**config.mk**
```make
export PLATFORM = sky130hd
export DESIGN_NAME = pwm_capture
export DESIGN_NICKNAME = d
export VERILOG_FILES = /design/src/rtl/pwm_capture_pkg.sv /design/src/rtl/pwm_capture_sync_edge.sv /design/src/rtl/pwm_capture.sv
export SDC_FILE = /design/constraint.sdc
export NUM_CORES = 1
export LEC_CHECK = 0
export CAP_MARGIN = 10
export CELL_PAD_IN_SITES_DETAIL_PLACEMENT = 0
export CELL_PAD_IN_SITES_GLOBAL_PLACEMENT = 1
export CORE_MARGIN = 2
export CORE_UTILIZATION = 40
export DETAILED_ROUTE_END_ITERATION = 8
export PLACE_DENSITY_LB_ADDON = 0.1
export SYNTH_ARGS = -nofsm -noshare
export SYNTH_HDL_FRONTEND = slang
export SYNTH_SLANG_ARGS = --single-unit
```
**constraint.sdc**
```tcl
create_clock -name clk -period 3.2 [get_ports clk]
set_input_delay 0.64 -clock clk [delete_from_list [all_inputs] [get_ports clk]]
set_output_delay 0.64 -clock clk [all_outputs]
set_load 0.05 [all_outputs]
```
**src/rtl/pwm_capture_pkg.sv**
```systemverilog
// Shared constants for the PWM capture peripheral: register map, bit positions, FSM encoding.
package pwm_capture_pkg;

    localparam logic [11:0] ADDR_CTRL   = 12'h210;
    localparam logic [11:0] ADDR_STATUS = 12'h214;
    localparam logic [11:0] ADDR_HIGH   = 12'h218;
    localparam logic [11:0] ADDR_PERIOD = 12'h21C;

    localparam int unsigned CTRL_EN     = 0;
    localparam int unsigned CTRL_IE     = 1;

    localparam int unsigned ST_VALID    = 0;
    localparam int unsigned ST_OVERRUN  = 1;
    localparam int unsigned ST_STUCK    = 2;
    localparam int unsigned ST_LEVEL    = 3;

    typedef enum logic [1:0] {
        IDLE = 2'd0,
        ARM  = 2'd1,
        MEAS = 2'd2
    } state_t;

endpackage

```
**src/rtl/pwm_capture_sync_edge.sv**
```systemverilog
// Synchronizes an asynchronous level into clk and flags its rising edge.
module pwm_sync_edge #(
    parameter int unsigned SYNC_STAGES = 2
) (
    input  logic clk,
    input  logic reset,
    input  logic din,
    output logic s,
    output logic rise
);

    logic [SYNC_STAGES-1:0] sync_q;
    logic                   s_d;

    always_ff @(posedge clk or posedge reset) begin
        if (reset) begin
            sync_q <= '0;
            s_d    <= 1'b0;
        end else begin
            sync_q <= {sync_q[SYNC_STAGES-2:0], din};
            s_d    <= sync_q[SYNC_STAGES-1];
        end
    end

    assign s    = sync_q[SYNC_STAGES-1];
    assign rise = s & ~s_d;

endmodule

```
**src/rtl/pwm_capture.sv**
```systemverilog
// PWM high-time / period measurement peripheral with a small bus register file.
module pwm_capture
    import pwm_capture_pkg::*;
#(
    parameter int unsigned CNT_W       = 16,
    parameter int unsigned SYNC_STAGES = 2
) (
    input  logic        clk,
    input  logic        reset,
    input  logic        CS_N,
    input  logic        RD_N,
    input  logic        WR_N,
    input  logic [11:0] Addr,
    input  logic [31:0] DataIn,
    input  logic        pwm_in,
    output logic [31:0] DataOut,
    output logic        irq
);

    localparam logic [CNT_W-1:0] CNT_MAX = '1;
    localparam logic [CNT_W-1:0] CNT_ONE = CNT_W'(1);

    state_t             state_q, state_d;
    logic               en_q, en_d, ie_q, ie_d;
    logic               valid_q, valid_d, overrun_q, overrun_d, stuck_q, stuck_d;
    logic [CNT_W-1:0]   per_q, per_d, hi_q, hi_d;
    logic [CNT_W-1:0]   high_q, period_q;
    logic               s, rise, capture, sat;
    logic               wr, rd, wr_ctrl, wr_status;
    logic               unused_data;

    pwm_sync_edge #(.SYNC_STAGES(SYNC_STAGES)) u_sync (
        .clk   (clk),
        .reset (reset),
        .din   (pwm_in),
        .s     (s),
        .rise  (rise)
    );

    assign wr          = ~CS_N & ~WR_N;
    assign rd          = ~CS_N & ~RD_N;
    assign wr_ctrl     = wr && (Addr == ADDR_CTRL);
    assign wr_status   = wr && (Addr == ADDR_STATUS);
    assign unused_data = ^DataIn[31:3];

    // A disable written this cycle overrides any capture or saturation.
    always_comb begin
        state_d   = state_q;
        per_d     = per_q;
        hi_d      = hi_q;
        capture   = 1'b0;
        sat       = 1'b0;
        en_d      = wr_ctrl ? DataIn[CTRL_EN] : en_q;
        ie_d      = wr_ctrl ? DataIn[CTRL_IE] : ie_q;

        case (state_q)
            IDLE: begin
                per_d = '0;
                hi_d  = '0;
                if (en_q) state_d = ARM;
            end
            ARM: begin
                if (rise) begin
                    state_d = MEAS;
                    per_d   = CNT_ONE;
                    hi_d    = CNT_ONE;
                end
            end
            MEAS: begin
                if (rise) begin
                    capture = 1'b1;
                    per_d   = CNT_ONE;
                    hi_d    = CNT_ONE;
                end else if (per_q == CNT_MAX) begin
                    sat     = 1'b1;
                    state_d = ARM;
                    per_d   = '0;
                    hi_d    = '0;
                end else begin
                    per_d = per_q + CNT_ONE;
                    if (s) hi_d = hi_q + CNT_ONE;
                end
            end
            default: state_d = IDLE;
        endcase

        if (!en_d) begin
            state_d = IDLE;
            per_d   = '0;
            hi_d    = '0;
            capture = 1'b0;
            sat     = 1'b0;
        end

        // New events win over a same-cycle write-1-to-clear.
        valid_d   = valid_q;
        overrun_d = overrun_q;
        stuck_d   = stuck_q;
        if (wr_status && DataIn[ST_VALID])   valid_d   = 1'b0;
        if (wr_status && DataIn[ST_OVERRUN]) overrun_d = 1'b0;
        if (wr_status && DataIn[ST_STUCK])   stuck_d   = 1'b0;
        if (capture)            valid_d   = 1'b1;
        if (capture && valid_q) overrun_d = 1'b1;
        if (sat)                stuck_d   = 1'b1;
    end

    always_ff @(posedge clk or posedge reset) begin
        if (reset) begin
            state_q   <= IDLE;
            en_q      <= 1'b0;
            ie_q      <= 1'b0;
            valid_q   <= 1'b0;
            overrun_q <= 1'b0;
            stuck_q   <= 1'b0;
            per_q     <= '0;
            hi_q      <= '0;
            high_q    <= '0;
            period_q  <= '0;
        end else begin
            state_q   <= state_d;
            en_q      <= en_d;
            ie_q      <= ie_d;
            valid_q   <= valid_d;
            overrun_q <= overrun_d;
            stuck_q   <= stuck_d;
            per_q     <= per_d;
            hi_q      <= hi_d;
            if (capture) begin
                high_q   <= hi_q;
                period_q <= per_q;
            end
        end
    end

    assign irq = valid_q & ie_q;

    always_comb begin
        DataOut = '0;
        if (rd) begin
            case (Addr)
                ADDR_CTRL:   DataOut = {30'b0, ie_q, en_q};
                ADDR_STATUS: DataOut = {28'b0, s, stuck_q, overrun_q, valid_q};
                ADDR_HIGH:   DataOut = 32'(high_q);
                ADDR_PERIOD: DataOut = 32'(period_q);
                default:     DataOut = '0;
            endcase
        end
    end

endmodule

```
==> reports/metrics.cfg <==
[outcome]
status = finished, final reports clean

[sta]
finalHoldViolCount = 0
fin_ws_ns = 0.06097
slew_viol_final = 0
clock_skew_ns = 0.01235
setup_viol_count_final = 0
tightest_slew_ns = 0.7348
relSlewSlack_pct = 51.01
grt_setup_unrepaired = yes
layout_min_cycle_time_ns = 3.139
fmax_ghz = 0.3186
fin_crit_sh_pct = 98.09

[cells_and_area]
final_cell_mix = 74 x dfrtp_1, 29 x nor2_1, 28 x a21oi_1, 28 x mux2_4, 24 x nand2_1
area_growth_pct = 21.68
antennaDiodeCount = 0
layout.cells.most_common = dfrtp_1
drive_gt1_share_pct = 21.52
stdcell_count = 582
utilization_pct = 49.74
fin_nets = 497

[yosys]
yosysWarnings = 0
syn_avg_cell_area_um2 = 10.45
synth_top_flop_cell = dfrtp_1
synth_enable_flop_cells = 0
yosysSeqAreaShare_pct = 44.07
ys_seq_elements = 74
async_flop_share_pct = 100.0
netlist_instances = 402
syn_area_um2 = 4202
synth_cell_type_count = 53

[setup_path]
worstSetupEndpointType = output port
crit_type = in -> out
crit_fanout = 16
crit_required_ns = 2.56
cp-start-kind = input port
r2r_cells = 8
critPathArrivalTime_ns = 2.50

[routing]
drc_errors = 0
vias = 3285
drtIter0Drc = 162
dr.pass1.iters = 4
ant_nets = 0
via_per_inst = 5.644
wire_per_inst_um = 17.66
wl_um = 10280

[clock_tree]
cts_buffers = 9
cts_buffer_depth = 2
clock_latency_ns = 0.36
cts_tree = built
cts-htree-levels = 3
cts.sinks = 74
postCtsHoldBufs = 0
clk_pin_slew_worst_paths_ns = 0.09
cts-root-buf = clkbuf_8
post_cts_buffers = 0

[die]
die_area_um2 = 11340
die_h_um = 106.5
rows = 37
core_area_um2 = 10280
initial_core_util_pct = 40.88
die-width_um = 106.5
io-pin-count = 83

[placed_design]
globalplace.congestion = 0.7926
dpl.hpwl_um = 6990
pre_cts_ws_ns = -0.01636
dp_cells = 566
io_buffers = 37

[worst_hold_path]
holdPathStages = 0
worstHoldPathType = reg -> reg

[power]
peakVddDrop_uv = 243.2
power_density_nw_per_um2 = 364.7
p_leak_nw = 2.072

[global_route]
grt_first_pass_wirelength_um = 17220
antenna_found_initial = 0
grt_util_all_layers_pct = 19.67
grt_start_max_net_pins = 75
grt-ovfl-total = 0
grt_pass1_vias = 3136

[run]
cap_viol_max_count = 0

cells by family (layout without fill, tap and decap cells):
| logic type | after synthesis | after routing | synth area share, % |
|---|---|---|---|
| compound gates | 99 | 99 | 16.05 |
| fa+ha+maj | 6 | 6 | 1.787 |
| buf+inv | 50 | 79 | 6.849 |
| flops | 74 | 74 | 44.07 |
| mux | 39 | 39 | 13.67 |
| other cells | 1 | 16 | 0.08925 |
| simple gates | 133 | 133 | 17.48 |
worst max-delay path, stage by stage:
cell             delay (ns)
clkdlybuf4s50_1        0.45
nor4_4                 0.30
nand3_1                0.17
or3_1                  0.33
buf_4                  0.21
nor2b_1                0.23
buf_12                 0.17
Yosys cell counts (7+ instances only):
library cell	number	share of area [%]
nand2_1	24	2.1
buf_2	8	0.95
mux2_4	28	10
and3_1	7	1.0
nor2_1	32	2.9
o21ai_0	11	1.3
a31oi_1	7	1.0
buf_4	16	2.9
nand3_1	12	1.4
a311oi_1	9	1.9
inv_1	8	0.71
a22oi_1	12	2.1
nand4_1	7	1.0
nor2b_1	8	1.2
clkbuf_1	13	1.2
a21oi_1	28	3.3
a211oi_1	12	2.1
dfrtp_1	74	44
nor3_1	12	1.4
area by class of cell:
class / count / area, um^2
tap: 136 / 170.2
multi-input combinational: 293 / 2150
fill: 973 / 5165
clock inverter: 4 / 75.07
clock buffer: 12 / 145.1
timing repair buffer: 55 / 690.7
sequential: 74 / 1852
inverter: 8 / 30.03
flip-flops by register name, indices dropped and copies added, names as in the netlist, 2 cells and up:
signal	flops
u_sync.sync_q	2
state_q	2
hi_q	16
per_q	16
period_q	16
high_q	16
metal layers:
metal / part of all wire [%] / up-vias / global-route usage (%) / routed length, um
met5: 0 / - / 0 / 0
met3: 3.7 / 8 / 5.150 / 377
met4: 0.90 / 0 / 4.360 / 93
met1: 50 / 1662 / 29.02 / 5138
li1: - / 1554 / - / -
met2: 45 / 61 / 28.98 / 4669
stage by stage:
step,hold slack (ns),TNS (ns),power (mW),area [um^2]
CTS,0.3613,0,1.889,5087
detailed placement,0.3418,-0.04611,1.062,4861
global placement,0.3335,0,1.061,4861
floorplan,0.3312,0,1.036,4258
finish,0.3580,0,1.865,5112
global route,0.3793,-0.4064,1.941,5112
worst paths after layout:
path | from | end | slack (ns)
max | Addr[11] | DataOut[0] | 0.06
min | u_sync.sync_q[0] | u_sync.sync_q[1] | 0.36
max in group asynchronous | reset | hi_q[14] | 2.18
min reg2reg | u_sync.sync_q[0] | u_sync.sync_q[1] | 0.36
max reg2reg | state_q[0] | hi_q[7] | 0.67
min in group asynchronous | reset | u_sync.sync_q[0] | 0.64
power by group:
part / total (mW) / internal [mW] / switching (mW)
logic: 0.107 / 0.0320 / 0.0749
clock network: 0.820 / 0.461 / 0.359
registers: 0.938 / 0.936 / 0.00173
total: 1.86 / 1.43 / 0.435
repair_timing:
| item | 4_1_cts | 5_1_grt |
|---|---|---|
| resized for setup | 1 | 5 |
| pin swaps | 0 | 1 |
| setup endpoints to repair | 4 | 16 |
Power figures use the tool's default switching activity.
